`src/rtl/square_animator_pkg.sv`:
```
// square_animator_pkg: shared VGA geometry constants and the per-axis bounce step
package square_animator_pkg;
  localparam int DEF_H_RES = 640;
  localparam int DEF_V_RES = 480;
  localparam int DEF_CW = 4;
  localparam int X_W = 10;
  localparam int Y_W = 9;
  localparam int P_W = 12;
  typedef enum logic {DIR_NEG = 1'b0, DIR_POS = 1'b1} dir_t;
  // returns {new_dir, new_pos}; lim is the largest legal position on this axis
  function automatic logic [P_W:0] bounce(input logic [P_W-1:0] p, input logic d,
                                          input logic [P_W-1:0] s, input logic [P_W-1:0] lim);
    if (d) return (p + s > lim) ? {DIR_NEG, lim} : {DIR_POS, p + s};
    return (p < s) ? {DIR_POS, {P_W{1'b0}}} : {DIR_NEG, p - s};
  endfunction
endpackage

```
`src/rtl/square_sprite.sv`:
```
// square_sprite: one bouncing square's position/direction state and pixel hit test
module square_sprite
  import square_animator_pkg::*;
#(
  parameter int SIZE = 160,
  parameter int SPEED = 1,
  parameter int H_RES = DEF_H_RES,
  parameter int V_RES = DEF_V_RES,
  parameter logic [X_W-1:0] IX = '0,
  parameter logic [Y_W-1:0] IY = '0,
  parameter logic [1:0] IDIR = 2'b11
) (
  input  logic           i_clk,
  input  logic           i_rst,
  input  logic           i_animate,
  input  logic           i_pause,
  input  logic [X_W-1:0] i_x,
  input  logic [Y_W-1:0] i_y,
  output logic           o_hit
);
  localparam logic [P_W-1:0] SPD = P_W'(SPEED);
  localparam logic [P_W-1:0] SZ = P_W'(SIZE);
  localparam logic [P_W-1:0] XL = P_W'(H_RES - SIZE);
  localparam logic [P_W-1:0] YL = P_W'(V_RES - SIZE);
  logic [P_W-1:0] r_x, r_y, w_px, w_py;
  dir_t r_dx, r_dy;
  logic [P_W:0] w_nx, w_ny;
  // positions kept wide so edge sums never wrap
  assign w_px = {{(P_W-X_W){1'b0}}, i_x};
  assign w_py = {{(P_W-Y_W){1'b0}}, i_y};
  assign w_nx = bounce(r_x, r_dx, SPD, XL);
  assign w_ny = bounce(r_y, r_dy, SPD, YL);
  assign o_hit = (w_px >= r_x) && (w_px < r_x + SZ) && (w_py >= r_y) && (w_py < r_y + SZ);
  always_ff @(posedge i_clk) begin
    if (i_rst) begin
      r_x  <= P_W'(IX);
      r_y  <= P_W'(IY);
      r_dx <= dir_t'(IDIR[0]);
      r_dy <= dir_t'(IDIR[1]);
    end else if (i_animate && !i_pause) begin
      r_x  <= w_nx[P_W-1:0];
      r_y  <= w_ny[P_W-1:0];
      r_dx <= dir_t'(w_nx[P_W]);
      r_dy <= dir_t'(w_ny[P_W]);
    end
  end
endmodule

```
`src/rtl/square_animator.sv`:
```
// square_animator: N bouncing squares mixed by priority or OR into registered VGA colour
module square_animator
  import square_animator_pkg::*;
#(
  parameter int N_SQ = 4,
  parameter int SIZE = 160,
  parameter int SPEED = 1,
  parameter int H_RES = DEF_H_RES,
  parameter int V_RES = DEF_V_RES,
  parameter int CW = DEF_CW,
  parameter logic [N_SQ*X_W-1:0] INIT_X = {10'd360, 10'd280, 10'd200, 10'd120},
  parameter logic [N_SQ*Y_W-1:0] INIT_Y = {9'd280, 9'd200, 9'd120, 9'd40},
  parameter logic [N_SQ*2-1:0] INIT_DIR = 8'b00_11_10_01,
  parameter logic [N_SQ*3*CW-1:0] COLOUR = {12'h0F0, 12'h00F, 12'hF00, 12'h0F0},
  parameter int MIX = 0
) (
  input  logic           i_clk,
  input  logic           i_rst,
  input  logic           i_pix_stb,
  input  logic [X_W-1:0] i_x,
  input  logic [Y_W-1:0] i_y,
  input  logic           i_active,
  input  logic           i_animate,
  input  logic           i_pause,
  output logic [CW-1:0]  o_r,
  output logic [CW-1:0]  o_g,
  output logic [CW-1:0]  o_b
);
  logic [N_SQ-1:0] w_hit;
  logic [3*CW-1:0] w_pri, w_or, w_col, r_rgb;
  for (genvar g = 0; g < N_SQ; g++) begin : g_sq
    square_sprite #(
      .SIZE(SIZE), .SPEED(SPEED), .H_RES(H_RES), .V_RES(V_RES),
      .IX(INIT_X[X_W*g +: X_W]), .IY(INIT_Y[Y_W*g +: Y_W]), .IDIR(INIT_DIR[2*g +: 2])
    ) u_sq (
      .i_clk(i_clk), .i_rst(i_rst), .i_animate(i_animate), .i_pause(i_pause),
      .i_x(i_x), .i_y(i_y), .o_hit(w_hit[g])
    );
  end
  // walking from the top index down leaves the lowest-index hit in w_pri
  always_comb begin
    w_pri = '0;
    w_or = '0;
    for (int i = N_SQ - 1; i >= 0; i--) begin
      w_pri = w_hit[i] ? COLOUR[3*CW*i +: 3*CW] : w_pri;
      w_or = w_or | (w_hit[i] ? COLOUR[3*CW*i +: 3*CW] : '0);
    end
    w_col = (MIX != 0) ? w_or : w_pri;
  end
  always_ff @(posedge i_clk) begin
    if (i_rst) r_rgb <= '0;
    else if (i_pix_stb) r_rgb <= i_active ? w_col : '0;
  end
  assign {o_r, o_g, o_b} = r_rgb;
endmodule

```
`config.mk`:
```
export PLATFORM = sky130hd
export DESIGN_NAME = square_animator
export DESIGN_NICKNAME = d
export VERILOG_FILES = /design/src/rtl/square_animator_pkg.sv /design/src/rtl/square_sprite.sv /design/src/rtl/square_animator.sv
export SDC_FILE = /design/constraint.sdc
export NUM_CORES = 1
export LEC_CHECK = 0
export ABC_AREA = 0
export ABC_CLOCK_PERIOD_IN_PS = 2900
export BUFFER_PORTS_ARGS = -buffer_cell sky130_fd_sc_hd__buf_4
export CAP_MARGIN = 20
export CORE_AREA = 2 2 249 128
export DETAILED_ROUTE_END_ITERATION = 7
export DIE_AREA = 0 0 251 130
export GPL_TIMING_DRIVEN = 0
export MAX_ROUTING_LAYER = met4
export PLACE_DENSITY_LB_ADDON = 0.25
export RECOVER_POWER = 25
export SYNTH_ARGS = -nofsm -noshare
export SYNTH_HDL_FRONTEND = slang
export SYNTH_SLANG_ARGS = --single-unit
```
`constraint.sdc`:
```
create_clock -name i_clk -period 2.9 [get_ports i_clk]
set_clock_uncertainty 0.2 [all_clocks]
set_input_delay 0.435 -clock i_clk [delete_from_list [all_inputs] [get_ports i_clk]]
set_output_delay 0.435 -clock i_clk [all_outputs]
set_load 0.05 [all_outputs]
```
# == Yosys cells after proc, flatten, opt, wreduce, memory -nomap -nowiden ==
# Index checks and enable logic that the tools add are counted.
# word_totals
regBits,116
latch_bits,0
mem_bits_rw,0
mem_bits_ro,0
word_cells,132
memories,0
# classes
addsub,24
n_mul,0
n_div,0
magnitude_cmp,32
eq_ne,0
n_shift,0
n_mux,45
n_bitwise,0
n_reduce_logical,14
# ops
operator,n
13-bit 2-to-1 mux,32
12-bit by 1-bit adder with 12-bit output (second input constant),8
12-bit by 8-bit adder with 12-bit output (second input constant),8
12-bit by 9-bit > comparator with 1-bit output (second input constant),8
12-bit by 1-bit less-than comparator with 1-bit output (second input constant),8
12-bit by 1-bit subtractor with 12-bit output (second input constant),8
10-bit by 12-bit greater-or-equal comparator with 1-bit output,4
9-bit by 12-bit greater-or-equal comparator with 1-bit output,4
10-bit by 12-bit less-than comparator with 1-bit output,4
9-bit by 12-bit less-than comparator with 1-bit output,4
12-bit 2-to-1 mux,3
8-bit 2-to-1 mux,2
1-bit logical AND,13
1-bit 2-to-1 mux,8
1-bit zero test,1

# == Logic depth before layout (Yosys ltp) ==
# depth
word_depth,10
mapped_depth,13

# == Cells and area by module ==
# Synthesis repeated with hierarchy kept, for this count alone.
# unflattened
hier_cells,1698
area_unflattened_um2,12451.9
# modules_own_cells
module,instances,cells_each,area_per_inst_um2
square_sprite (g_sq[3].u_sq),1,427,3123.0
square_sprite (g_sq[0].u_sq),1,416,3075.4
square_sprite (g_sq[1].u_sq),1,417,3034.2
square_sprite (g_sq[2].u_sq),1,414,3016.6
square_animator,1,24,202.7

# == Worst setup path before layout ==
# Ideal clock, no wire load.
# synth_path
path_kind,reg2reg
start,register g_sq[1].u_sq.r_x[5]
end,register r_rgb[10]
setup_ps,70
arrival_time_ps,2815
required_ps,2630
slack_ps,-186
path_stages_with_launch,13
path_cell_list,dfxtp_1 -> clkbuf_1 -> inv_1 -> ha_1 -> inv_1 -> ha_1 -> a21o_1 -> a2111oi_0 -> o21ai_0 -> o211ai_1 -> nand3_1 -> or4b_2 -> a21oi_1
# synth_between
elab_chain_len,8
elab_cells_between_ends,9
cone_classes,add/sub (1); order compare (2); mux (3); reduce/logical (3)
# synth_rtl
item,line,source
"start, declared",square_sprite.sv:25,"logic [P_W-1:0] r_x, r_y, w_px, w_py;"
"start signal, assigned",square_sprite.sv:36,r_x <= P_W'(IX);
"start signal, assigned",square_sprite.sv:41,r_x <= w_nx[P_W-1:0];
12-bit by 8-bit adder with 12-bit output,square_sprite.sv:33,assign o_hit = (w_px >= r_x) && (w_px < r_x + SZ) && (w_py >= r_y) && (w_py < r_y + SZ);
10-bit by 12-bit less-than comparator with 1-bit output,square_sprite.sv:33,
1-bit logical AND (*) (3 in series),square_sprite.sv:33,
12-bit 2-to-1 mux (*) (2 in series),square_animator.sv:45,w_pri = w_hit[i] ? COLOUR[3*CW*i +: 3*CW] : w_pri;
12-bit 2-to-1 mux (*),square_animator.sv:52,else if (i_pix_stb) r_rgb <= i_active ? w_col : '0;
"end signal, assigned",square_animator.sv:52,
"end, declared",square_animator.sv:30,"logic [3*CW-1:0] w_pri, w_or, w_col, r_rgb;"
# Mark *: on every way between the ends. The rest lies on a longest branch, timed or not.
# A chain may end at the register's enable or synchronous reset.

# == Worst setup path in the final report ==
# layout_path
start,input i_pause
end,register g_sq[0].u_sq.r_x[4]
# layout_between
elab_chain_len,2
# layout_rtl
item,line,source
"start, declared",square_animator.sv:24,"input logic i_pause,"
1-bit zero test,square_sprite.sv:40,end else if (i_animate && !i_pause) begin
1-bit logical AND,square_sprite.sv:40,
"end signal, assigned",square_sprite.sv:36,
"end signal, assigned",square_sprite.sv:41,
"end, declared",square_sprite.sv:25,
# No other way between the ends.

==> flow_metrics.env <==
export IMPL_rsz0062_at_grt="yes"
export IMPL_layout_setup_ws_ns=-0.155
export IMPL_syn_area_mm2=0.0121
export IMPL_cp_data_arrival_time_ns=3.12
export IMPL_leakage_nw=5.56
export IMPL_reg2reg_depth=10
export IMPL_die_x_um=251
export IMPL_floorplan_initialDensity_pct=39.1
export IMPL_place_hpwl_um=36800
export IMPL_avgSynthCellArea_um2=7.31
export IMPL_internal_power_mw=2.90
export IMPL_synth_cells=1649
export IMPL_drtIter0Drc=1862
export IMPL_fmax_mhz=327
export IMPL_antenna_found_initial=0
export IMPL_viasPerCell=6.33
export IMPL_slowest_stage="clkbuf_1"
export IMPL_cts_hold_buf=0
export IMPL_clockBufferDepth=2
export IMPL_hold_class="primary input to flip-flop"
export IMPL_die_area_mm2=0.0326
export IMPL_violations="negative setup slack"
export IMPL_yosys_area_top_type="dfxtp_1"
export IMPL_die_h_um=130
export IMPL_critPathCaptureType="flip-flop"
export IMPL_grt_pass1_vias=11700
export IMPL_period_share_pct=105
export IMPL_ys_warnings_count=0
export IMPL_required_ns=2.97
export IMPL_gp_congestion=1.00
export IMPL_clkSlewWorstSetupHoldPaths_ns=0.08
export IMPL_synth_top_cell_area_share_pct=17.8
export IMPL_critPathLaunchType="primary input"
export IMPL_relSlewSlack_pct=26.3
export IMPL_grt_overflow=0
export IMPL_hold_depth=4
export IMPL_worstPathCellList="clkbuf_4 -> nand2b_1 -> clkbuf_1 -> clkbuf_1 -> nand2_1 -> o221ai_1 -> a211oi_1"
export IMPL_cp_max_fo=10
export IMPL_max_cap_viol_count=0
export IMPL_area_delta_synth_final_pct=18.6
export IMPL_synth_fp_nets=1826
export IMPL_yosysUniqueCellTypes=93
export IMPL_cp_top_family="buffers and inverters"
export IMPL_io_pins=37
export IMPL_antenna_left=0
export IMPL_core_mm2=0.0308
export IMPL_final_cell_mix="o21ai_0, ha_1, nand2_1"
export IMPL_crit_buf_inv=3
export IMPL_drtPass1Iterations=5
export IMPL_cts_root_buf="clkbuf_16"
export IMPL_status="finished, violations left"
export IMPL_ys_seq_area_share_pct=17.8
export IMPL_p_per_area_mw_per_mm2=309
export IMPL_cts_sinks=107
export IMPL_via_count=13600
export IMPL_ys_top_cells_by_area="dfxtp_1, ha_1, o21ai_0, a21oi_1, xnor2_1"
export IMPL_diodes=0
export IMPL_cp_common_cell="clkbuf_1"
export IMPL_total_power_mw=4.42
export IMPL_synth_ff_type="dfxtp_1"
export IMPL_async_flop_share_pct=0
export IMPL_placementRows=46
export IMPL_comb_power_share_pct=28.0
export IMPL_net_switching_power_mw=1.52
export IMPL_preCtsSetupSlack_ns=-0.825
export IMPL_nets=1915
export IMPL_cts_buffers=9
export IMPL_drc_errors=0
export IMPL_drive_gt1_share_pct=18.4
export IMPL_worst_slew_pin_slew_ns=1.10
export IMPL_grt_max_degree=18
export IMPL_holdWs_ns=0.165
export IMPL_cts_tree="yes"
export IMPL_final_common_cell="o21ai_0"
export IMPL_h_tree_depth=3
export IMPL_track_usage_pct=30.7
export IMPL_critical_path_cell_count=7
export IMPL_ir_drop_mv=0.306
export IMPL_final_max_slew_violation_count=0
export IMPL_hold_viol=0
export IMPL_reg2reg_slack_ns=-0.08
export IMPL_swShare_pct=34.4
export IMPL_critical_path_class="primary input to flip-flop"
export IMPL_grt_pass1_wl_um=73100
export IMPL_io_buffers=35
export IMPL_clk_latency_ns=0.40
export IMPL_routed_wl_um=49500
export IMPL_fin_crit_ns=3.05
export IMPL_wl_per_cell_um=23.0
export IMPL_synth_seq_cells=107
export IMPL_pwr_share_clk_pct=36.5
export IMPL_power_frac_seq_pct=35.5
export IMPL_synth_edf_count=0
export IMPL_finalSetupViolCount=4
export IMPL_max_stage_delay_ns=0.77
## worst min-delay path, cell delays in order
cell     delay (ns)
buf_4          0.12
nor2_1         0.05
nand2_1        0.06
o21ai_1        0.06
## synth_stat cells (7+ instances only)
library cell  number
nand2_1          124
o221ai_1           7
a21oi_1          121
a31oi_1           28
buf_4             15
a32oi_1            7
a311oi_1          10
a211oi_1          25
nand4_1           27
inv_1            111
buf_2             34
nand3_1           63
nor2_1           127
a2111oi_0          8
nor2b_1           10
dfxtp_1          107
nand2b_1          18
o21ai_0          141
and4_1             9
a221oi_1           9
nor4_1            26
a21o_1            16
and3_1            25
o31ai_1           15
xnor2_1           59
nor3_1            62
clkbuf_1          60
o211ai_1          23
o2111ai_1          8
a22oi_1            9
ha_1             152
o22ai_1           10
o21a_1            15
xor2_1            11
and2_1             7
or3_1             13
## what timing repair did
item                       CTS  global route
setup endpoints to repair   95            75
gates resized for setup    117           109
pin swaps                   26            30
setup buffers               25            26
## routing by layer
| layer | vias up | track usage [%] | wire, µm | share of wire, % |
|---|---|---|---|---|
| li1 | 6284 | - | - | - |
| met1 | 6428 | 45.8 | 23500 | 48 |
| met2 | 836 | 37.3 | 17800 | 36 |
| met3 | 67 | 11.0 | 7180 | 15 |
| met4 | 0 | 7.67 | 955 | 1.9 |
| met5 | - | - | 0 | 0 |
## power by group through the flow
stage	combinational (mW)	sequential, mW	clock, mW
after floorplan	0.698	1.59	0
after global placement	1.04	1.60	0
after detailed placement	1.06	1.60	0
after CTS	1.13	1.57	1.63
after global routing	1.33	1.58	1.68
final	1.24	1.57	1.61
## final cells by class
type,count,area (µm²)
repair buffers,87,626
clock buffers,9,225
clock inverters,6,136
fillers,3107,16600
well taps,408,510
inverters,114,448
multi-input cells,1309,9510
flip-flops and latches,107,2210
plain buffers,110,636
## stage by stage
stage	instances	area (µm²)	util, %	setup TNS [ns]
after floorplan	1649	12100	-	0
after global routing	2150	14300	46.3	-0.970
after global placement	2092	12800	41.6	-54.21
after CTS	2127	13800	44.8	-0.0718
after detailed placement	2093	12900	41.7	-50.58
final	2150	14300	46.3	-0.237
## path summary, 6_finish.rpt
path / from / endpoint
worst max-delay path: i_pause / g_sq[0].u_sq.r_x[4]
worst max register to register: g_sq[1].u_sq.r_x[6] / r_rgb[10]
worst min register to register: g_sq[1].u_sq.r_y[6] / g_sq[1].u_sq.r_y[6]
worst min-delay path: i_pix_stb / r_rgb[3]
## registers in the layout, summed over array words and instances, names as in the netlist
name / count
r_rgb: 3
g_sq.u_sq.r_x: 48
g_sq.u_sq.r_dx: 4
g_sq.u_sq.r_y: 48
g_sq.u_sq.r_dy: 4
## cells by family (layout without fill, tap and decap cells)
kind of cell / count (synthesis) / after routing / synth area share, %
fa+ha+maj: 152 / 152 / 15.8
compound gates: 522 / 522 / 28.4
xor+xnor: 70 / 70 / 5.09
simple gates: 556 / 556 / 23.9
mux: 9 / 9 / 0.799
buf+inv: 233 / 326 / 8.34
flops: 107 / 107 / 17.8
(Power assumes the default switching activity.)
